## src/rtl/mpu_cmd_sequencer.sv

```systemverilog
// mpu_cmd_sequencer: fetches a command's register address/write data from ROM and runs one I2C transaction
module mpu_cmd_sequencer #(
    parameter int ADDR_ROM_SZ = 4,
    parameter int DATA_ROM_SZ = 8,
    parameter int MAX_BYTES   = 6
) (
    input  logic                   CLK,
    input  logic                   RST,
    input  logic [ADDR_ROM_SZ-1:0] I_CMD,
    input  logic                   I_CMD_VALID,
    output logic                   O_BUSY,
    output logic [8*MAX_BYTES-1:0] O_DATA,
    output logic                   O_DATA_VALID,
    output logic                   O_ERR,
    output logic [ADDR_ROM_SZ-1:0] O_ADDR_ROM,
    input  logic [DATA_ROM_SZ-1:0] I_DATA_ROM,
    input  logic [ADDR_ROM_SZ-1:0] I_ADDR_ROM_ECHO,
    output logic                   O_I2C_START,
    output logic                   O_I2C_RW,
    output logic [7:0]             O_I2C_REG_ADDR,
    output logic [7:0]             O_I2C_WDATA,
    output logic [2:0]             O_I2C_NBYTES,
    input  logic                   I_I2C_BUSY,
    input  logic [7:0]             I_I2C_RDATA,
    input  logic                   I_I2C_RVALID,
    input  logic                   I_I2C_DONE,
    input  logic                   I_I2C_NACK
);
    typedef enum logic [3:0] {IDLE, RA_WAIT, RA_LATCH, WD_WAIT, WD_LATCH, ISSUE, XFER, DONE, ERR} state_t;
    state_t state, state_nx;
    logic [ADDR_ROM_SZ-1:0] cmd;
    logic [7:0] reg_addr, wdata;
    logic [2:0] cnt, cnt_nx, nbytes;
    logic [8*MAX_BYTES-1:0] data, data_nx;
    logic cmd_ok, is_wr, echo_ok, take, xfer_ok;
    always_comb begin
        cmd_ok = I_CMD >= ADDR_ROM_SZ'(1) && I_CMD <= ADDR_ROM_SZ'(6);
        is_wr = cmd == ADDR_ROM_SZ'(5);
        nbytes = (cmd == ADDR_ROM_SZ'(3) || cmd == ADDR_ROM_SZ'(4)) ? 3'd6 :
                 (cmd == ADDR_ROM_SZ'(2) || cmd == ADDR_ROM_SZ'(6)) ? 3'd2 : 3'd1;
        echo_ok = I_ADDR_ROM_ECHO == O_ADDR_ROM;
        take = I_I2C_RVALID && cnt < O_I2C_NBYTES;
        cnt_nx = take ? cnt + 3'd1 : cnt;
        data_nx = take ? {data[8*MAX_BYTES-9:0], I_I2C_RDATA} : data;
        // a byte arriving with DONE is already in cnt_nx
        xfer_ok = !O_I2C_RW || cnt_nx == O_I2C_NBYTES;
        state_nx = state;
        case (state)
            IDLE:     state_nx = I_CMD_VALID ? (cmd_ok ? RA_WAIT : ERR) : IDLE;
            RA_WAIT:  state_nx = RA_LATCH;
            RA_LATCH: state_nx = !echo_ok ? ERR : is_wr ? WD_WAIT : ISSUE;
            WD_WAIT:  state_nx = WD_LATCH;
            WD_LATCH: state_nx = echo_ok ? ISSUE : ERR;
            ISSUE:    state_nx = I_I2C_BUSY ? ISSUE : XFER;
            XFER:     state_nx = I_I2C_NACK ? ERR : I_I2C_DONE ? (xfer_ok ? DONE : ERR) : XFER;
            default:  state_nx = IDLE;
        endcase
    end
    assign O_BUSY = !(state == IDLE || state == DONE || state == ERR);
    assign O_DATA_VALID = state == DONE;
    assign O_ERR = state == ERR;
    always_ff @(posedge CLK) state <= RST ? IDLE : state_nx;
    always_ff @(posedge CLK) begin
        if (RST) begin
            cmd <= '0;
            reg_addr <= '0;
            wdata <= '0;
            cnt <= '0;
            data <= '0;
            O_DATA <= '0;
            O_ADDR_ROM <= '0;
            O_I2C_START <= 1'b0;
            O_I2C_RW <= 1'b0;
            O_I2C_REG_ADDR <= '0;
            O_I2C_WDATA <= '0;
            O_I2C_NBYTES <= '0;
        end else begin
            O_I2C_START <= state == ISSUE && !I_I2C_BUSY;
            if (state == IDLE && I_CMD_VALID && cmd_ok) begin
                cmd <= I_CMD;
                O_ADDR_ROM <= I_CMD;
            end
            if (state == RA_LATCH && echo_ok) begin
                reg_addr <= I_DATA_ROM;
                if (is_wr) O_ADDR_ROM <= cmd | ADDR_ROM_SZ'(8);
            end
            if (state == WD_LATCH && echo_ok) wdata <= I_DATA_ROM;
            if (state == ISSUE && !I_I2C_BUSY) begin
                O_I2C_RW <= !is_wr;
                O_I2C_REG_ADDR <= reg_addr;
                O_I2C_WDATA <= wdata;
                O_I2C_NBYTES <= nbytes;
                cnt <= '0;
                data <= '0;
            end
            if (state == XFER) begin
                cnt <= cnt_nx;
                data <= data_nx;
            end
            if (state_nx == DONE) O_DATA <= data_nx;
        end
    end
endmodule

```

## config.mk

```make
export PLATFORM = sky130hd
export DESIGN_NAME = mpu_cmd_sequencer
export DESIGN_NICKNAME = d
export VERILOG_FILES = /design/src/rtl/mpu_cmd_sequencer.sv
export SDC_FILE = /design/constraint.sdc
export NUM_CORES = 1
export LEC_CHECK = 0
export ABC_AREA = 1
export CORE_MARGIN = 3
export CORE_UTILIZATION = 45
export DETAILED_ROUTE_END_ITERATION = 10
export PLACE_DENSITY_LB_ADDON = 0.12
export SYNTH_ARGS = -nofsm -noshare
export SYNTH_HDL_FRONTEND = slang
export SYNTH_SLANG_ARGS = --single-unit
```

## constraint.sdc

```tcl
create_clock -name CLK -period 1.8 [get_ports CLK]
set_input_delay 0.27 -clock CLK [delete_from_list [all_inputs] [get_ports CLK]]
set_output_delay 0.27 -clock CLK [all_outputs]
set_load 0.02 [all_outputs]
```

==> flow_summary.toml, run 1 <==
[run_status]
run_status = "complete, but fails checks"
violations = "negative setup slack"

[routing]
wl_um = 17660
drc_errors = 0
vias = 6120
wl_per_cell_um = 14.56
drtIter0Drc = 497
viasPerCell = 5.045
first_pass_iters = 5
ant_nets = 0

[critical_path]
r2r_start = "O_I2C_NBYTES[2]"
path_delay_family = "simple AND/OR/NAND/NOR gates"
cpPeakStageDelay_ns = 0.36
cp_slowest_cell = "dfxtp_4"
reg2reg_to = "O_DATA[33]"
cp_common_cell = "nand2_2"
path_cells = "inv_4 > ha_4 > nand2_2 > inv_2 > nor2_4 > nand2_4 > nand2_2 > nand3b_1 > nand2_2 > nand3_4 > nand2_8 > buf_8 > buf_16 > nand3_2 > a21oi_2"
path_buf_inv = 4
r2r_cells = 15
critPathKind = "flip-flop to flip-flop"
worst_setup_path_end_kind = "flip-flop"
cp.arrival_ns = 2.36
start_kind = "flip-flop"
required_ns = 2.15
critPathMaxFanout = 8
reg2reg_slack_ns = -0.21

[sta]
rsz0062_at_grt = "yes"
tightestPinTransition_ns = 0.4751
finalHoldViolCount = 0
fin_crit_sh_pct = 111.7
max_freq_mhz = 497.5
worst_slack_ns = -0.2101
hold_slack_ns = 0.2476
layout_min_cycle_time_ns = 2.010
slew_headroom_pct = 68.33
final-max-slew-violation-count = 0
setup_viol = 82
clock_skew_ns = 0.006644

[power]
combPwrFrac_pct = 3.3
power_switching_mw = 1.502
pwr-share-seq_pct = 45.9
p_per_area_nw_per_um2 = 788.5
intPower_mw = 5.676
peakVddDrop_uv = 615.6
p_leak_nw = 3.802
clockPowerShare_pct = 50.8
switching_share_pct = 20.92

[cts]
path_clk_slew_ns = 0.06
cts_tree = "yes"
numCtsBuffers = 17
numClockSinks = 148
cts_buffer_depth = 2
cts_root_buf = "clkbuf_16"
worstSkewPairLatency_ns = 0.42
hold_buffers = 0
h-tree-depth = 4

[yosys]
synth_area_leaders = "dfxtp_1, nand2_1, a21oi_1"
synth.most_common_cell = "nand2_1"
yosys.area.top_type = "dfxtp_1"
synth-adder-area-share_pct = 0.5731
synthMuxAreaShare_pct = 1.585
ys_ff_latch = 148
async_flop_share_pct = 0
synth_top_family_by_area = "simple AND/OR/NAND/NOR gates"
synthesis.nets = 935
synth_ff_type = "dfxtp_1"
yosys.area_share.xor_xnor_pct = 0.5349
syn-cell-area_um2 = 6550
synth_edf_count = 0
avgSynthCellArea_um2 = 7.270
synthTopCellsByCount = "nand2_1, dfxtp_1, a21oi_1"
yosys.area_share.simple_pct = 25.79
synth_cells = 901
synth-compound-area-share_pct = 15.38
yosysWarningCount = 0
synth_top_area_share_pct = 45.23
synth_cell_types = 36
yosysSeqAreaShare_pct = 45.23

[global_routing]
grt_overflow = 0
grt_pass1_wl_um = 29040
antenna_found_initial = 0
grt_pass1_vias = 5791
grt_max_degree = 66
grt_use_total_pct = 22.21

[placement]
gp_congestion = 0.7919
hpwl_um = 10630
post-place-ws_ns = -0.3759
port-buffer-count = 106
dp_cells = 1173
placed_area_um2 = 8011

[finish]
n_antenna_cell = 0
drive_gt1_share_pct = 20.52
area_growth_pct = 38.99
fillers = 1205
fin_area_um2 = 9104
layout.nets = 1055
regArea_um2 = 2974
multiInputGateArea_um2 = 3223
stdcell_count = 1213

[die]
placementRows = 43
die_h_um = 126.6
start_util_pct = 46.65
die_w_um = 126.6
coreArea_um2 = 14040
die_area_um2 = 16040
top_level_ports = 107

[worst_hold_path]
min_to = "O_I2C_START"
hold_start = "RST"
hold_depth = 2
hold_class = "input pin to flip-flop"

[run]
maxCapViolCount = 0
layer usage:
metal | up-vias | GRT usage [%] | routed length [um]
met2 | 156 | 35.09 | 8356
met3 | 17 | 4.211 | 798
met5 | - | 0 | 0
met4 | 0 | 6.625 | 204
li1 | 3119 | - | -
met1 | 2828 | 30.98 | 8305
flip-flops by register name, indices dropped and copies added, names as in the netlist, 8 cells and up:
register and cells:
O_I2C_WDATA 8, wdata 8, data 48, reg_addr 8, O_I2C_REG_ADDR 8, O_DATA 48
how the worst max path moves through the flow:
stage | start | endpoint | slack, ns | depth (start not counted)
after floorplan | O_I2C_NBYTES[1] | O_DATA[40] | -0.1 | 16
after global placement | I_I2C_RVALID | O_DATA[29] | -0.31 | 14
after detailed placement | I_I2C_RVALID | O_DATA[21] | -0.38 | 14
after CTS | O_I2C_NBYTES[2] | O_DATA[2] | -0.20 | 15
after global routing | O_I2C_NBYTES[2] | O_DATA[6] | -0.33 | 12
final | O_I2C_NBYTES[2] | O_DATA[33] | -0.21 | 15
placed cells by master, fill, tap and decap left out, types with 5 or more instances in the layout:
master	Yosys	layout
a21oi_1	114	89
a21oi_2	10	34
buf_12	0	9
buf_16	0	5
buf_4	3	33
clkbuf_16	0	18
clkdlybuf4s50_1	0	100
clkinv_2	0	5
dfxtp_1	148	143
inv_1	88	84
inv_2	12	14
mux2i_1	7	7
nand2_1	212	193
nand2_2	2	17
nand2_4	3	5
nand3_1	53	40
nand3_2	11	23
nor2_1	92	87
nor2_2	1	6
nor3_1	10	9
o21ai_0	43	34
o21ai_1	8	8
o21ai_2	0	7
o22ai_1	9	9
stage by stage:
stage | util [%] | power (mW) | TNS, ns
detailed placement | 57.05 | 3.599 | -20.81
CTS | 64.27 | 7.239 | -11.98
global placement | 57.05 | 3.599 | -18.43
floorplan | - | 3.471 | -3.915
global route | 64.83 | 7.392 | -23.29
finish | 64.83 | 7.178 | -11.86
power groups by stage:
stage / Combinational, mW / Clock, mW / Sequential, mW
floorplan: 0.104 / 0 / 3.37
global placement: 0.234 / 0 / 3.37
detailed placement: 0.234 / 0 / 3.37
CTS: 0.236 / 3.71 / 3.29
global route: 0.258 / 3.84 / 3.29
finish: 0.240 / 3.65 / 3.29
worst register-to-register path, cell delays in order, from the launching register on:
cell and delay [ns]:
dfxtp_4 0.36, inv_4 0.04, ha_4 0.20, nand2_2 0.06, inv_2 0.04, nor2_4 0.15, nand2_4 0.09, nand2_2 0.08
nand3b_1 0.10, nand2_2 0.10, nand3_4 0.10, nand2_8 0.13, buf_8 0.14, buf_16 0.14, nand3_2 0.09, a21oi_2 0.12
kinds of logic after synthesis:
logic type | count (synthesis)
AND/OR/NAND/NOR | 391
AO/OA/AOI/OAI | 189
buffers and inverters | 156
flip-flops | 148
multiplexers | 10
XOR/XNOR | 4
adder cells (fa/ha/maj) | 3
repair_timing:
| action | CTS | global route |
|---|---|---|
| gates resized for setup | 63 | 35 |
| pin swaps | 4 | 8 |
| setup endpoints to repair | 93 | 105 |
| gates cloned | 7 | 0 |
| setup buffers | 2 | 0 |
final cells by class:
| class | count | area share (%) |
|---|---|---|
| flip-flops and latches | 148 | 32.67 |
| clock inverters | 9 | 1.388 |
| clock buffers | 22 | 5.223 |
| inverters | 102 | 4.302 |
| multi-input cells | 597 | 35.40 |
| repair buffers | 155 | 18.54 |
| well taps | 180 | 2.474 |
Note: power is estimated with default switching activity, not from simulation.
==> inputs of run 2 (changes only) <==
CAP_MARGIN = 30   (was unset)
==> results of run 2 <==
The final DEF is identical to that of run 1; final timing and power are the same.
==> inputs of run 3 (changes only) <==
clock period = 2.32 ns   (was 1.8 ns; I/O delays follow)
==> flow_summary.toml, run 3 (synthesis gave the netlist of run 1 again) <==
[routing]
maxUsedRoutingLayer = "met4"
wl_per_cell_um = 14.19
met3_wirelength_um = 696
wl_um = 16870
ant_nets = 0
drc_errors = 0
drt-met1-wl_um = 8195
met2WireLength_um = 7738
viasPerCell = 4.993
first_pass_iters = 5
drtIter0Drc = 487
vias = 5937

[cts]
numCtsBuffers = 17
cts_tree = "yes"
cts_setup_buffers = 0
h-tree-depth = 4
hold_buffers = 0
cts_root_buf = "clkbuf_16"
worstSkewPairLatency_ns = 0.42
path_clk_slew_ns = 0.06
cts_buffer_depth = 2
numClockSinks = 148

[die]
placementRows = 43
die_w_um = 126.6
top_level_ports = 107
coreArea_um2 = 14040
die_h_um = 126.6
start_util_pct = 46.65
die_area_um2 = 16040

[sta]
fin_tns_setup_ns = 0
layout_min_cycle_time_ns = 2.152
max_freq_mhz = 464.8
fin_crit_sh_pct = 92.74
setup_viol = 0
tightestPinTransition_ns = 0.5891
finalHoldViolCount = 0
slew_headroom_pct = 60.73
hold_slack_ns = 0.4412
final-max-slew-violation-count = 0
clock_skew_ns = 0.01116

[placement]
gp_congestion = 0.8178
hpwl_um = 9930
port-buffer-count = 106
placed_area_um2 = 7710

[global_routing]
antenna_found_initial = 0
grt_use_total_pct = 19.87
grt_overflow = 0
grt_pass1_vias = 5413
grt_pass1_wl_um = 26280
grt_max_degree = 114

[critical_path]
cp.arrival_ns = 2.43
critPathMaxFanout = 10
start_kind = "flip-flop"
crit_start = "O_I2C_NBYTES[1]"
r2r_cells = 15
reg2reg_to = "O_DATA[31]"
required_ns = 2.59
r2r_start = "O_I2C_NBYTES[1]"
critPathKind = "flip-flop to flip-flop"
worst_setup_path_end_kind = "flip-flop"
endpoint = "O_DATA[31]"
reg2reg_slack_ns = 0.17

[worst_hold_path]
hold_class = "input pin to flip-flop"

[finish]
drive_gt1_share_pct = 11.30
utilization_pct = 60.19
area_growth_pct = 29.04
n_antenna_cell = 0
fillers = 1275
final_common_cell = "nand2_1"
layout.nets = 1031
layout_common_cells = "nand2_1, dfxtp_1, a21oi_1, clkdlybuf4s50_1, nor2_1"
top_regs = "O_DATA x48, data x48"
fin_area_um2 = 8452

[run_status]
run_status = "completed"

[power]
peakVddDrop_uv = 493.2
p_per_area_nw_per_um2 = 635.5
p_leak_nw = 3.553

[run]
maxCapViolCount = 0
## run 3: metal layers
metal / vias to the layer above / GRT usage (%)
li1: 3074 / -
met1: 2729 / 28.03
met2: 118 / 30.35
met3: 16 / 4.168
met4: 0 / 6.688
met5: - / 0
## run 3: worst min-delay path by stage
| stage | to | slack [ns] | depth (start not counted) | from |
|---|---|---|---|---|
| after global placement | cmd[3] | 0.44 | 2 | cmd[3] |
| after detailed placement | cmd[3] | 0.45 | 2 | cmd[3] |
| final | O_I2C_START | 0.44 | 3 | RST |
| after global routing | data[29] | 0.47 | 2 | data[29] |
| after floorplan | cmd[3] | 0.43 | 2 | cmd[3] |
| after CTS | cmd[3] | 0.46 | 2 | cmd[3] |
## run 3: critical path: stages (launching register included)
cell and delay (ns):
dfxtp_2 0.34, inv_1 0.07, ha_1 0.28, nand2_1 0.06, clkinv_1 0.09, nand2_4 0.11
nand3_1 0.10, nand2_1 0.11, nand2_1 0.06, nand2_1 0.08, nand3_2 0.11, nand2_4 0.18
nand2_8 0.10, clkbuf_16 0.19, nand2_1 0.08, a21oi_2 0.05
## run 3: cell type report
| class | count | area [um2] | share of cell area [%] |
|---|---|---|---|
| clock buffers | 20 | 456.7 | 5.403 |
| well taps | 180 | 225.2 | 2.665 |
| repair buffers | 131 | 1386 | 16.40 |
| clock inverters | 11 | 110.1 | 1.303 |
| flip-flops and latches | 148 | 2965 | 35.09 |
| multi-input cells | 597 | 2923 | 34.58 |
| inverters | 102 | 385.4 | 4.560 |
## run 3: power breakdown
| group | internal (mW) | switching [mW] | total [mW] |
|---|---|---|---|
| sequential | 2.55 | 0.00761 | 2.56 |
| combinational | 0.0797 | 0.0958 | 0.175 |
| clock | 1.62 | 1.02 | 2.64 |
| total | 4.25 | 1.12 | 5.37 |
## run 3: per-stage QoR
| stage | power, mW | cells | setup WS (ns) |
|---|---|---|---|
| after floorplan | 2.695 | 901 | 0.2079 |
| after global placement | 2.788 | 1152 | 0.04365 |
| after detailed placement | 2.789 | 1152 | 0.02286 |
| after CTS | 5.428 | 1183 | 0.07069 |
| after global routing | 5.572 | 1189 | -0.002275 |
| final | 5.371 | 1189 | 0.1685 |
## run 3: what timing repair did
item	4_1_cts	5_1_grt
gates resized for setup	0	13
hold endpoints to repair	0	0
setup endpoints to repair	0	49
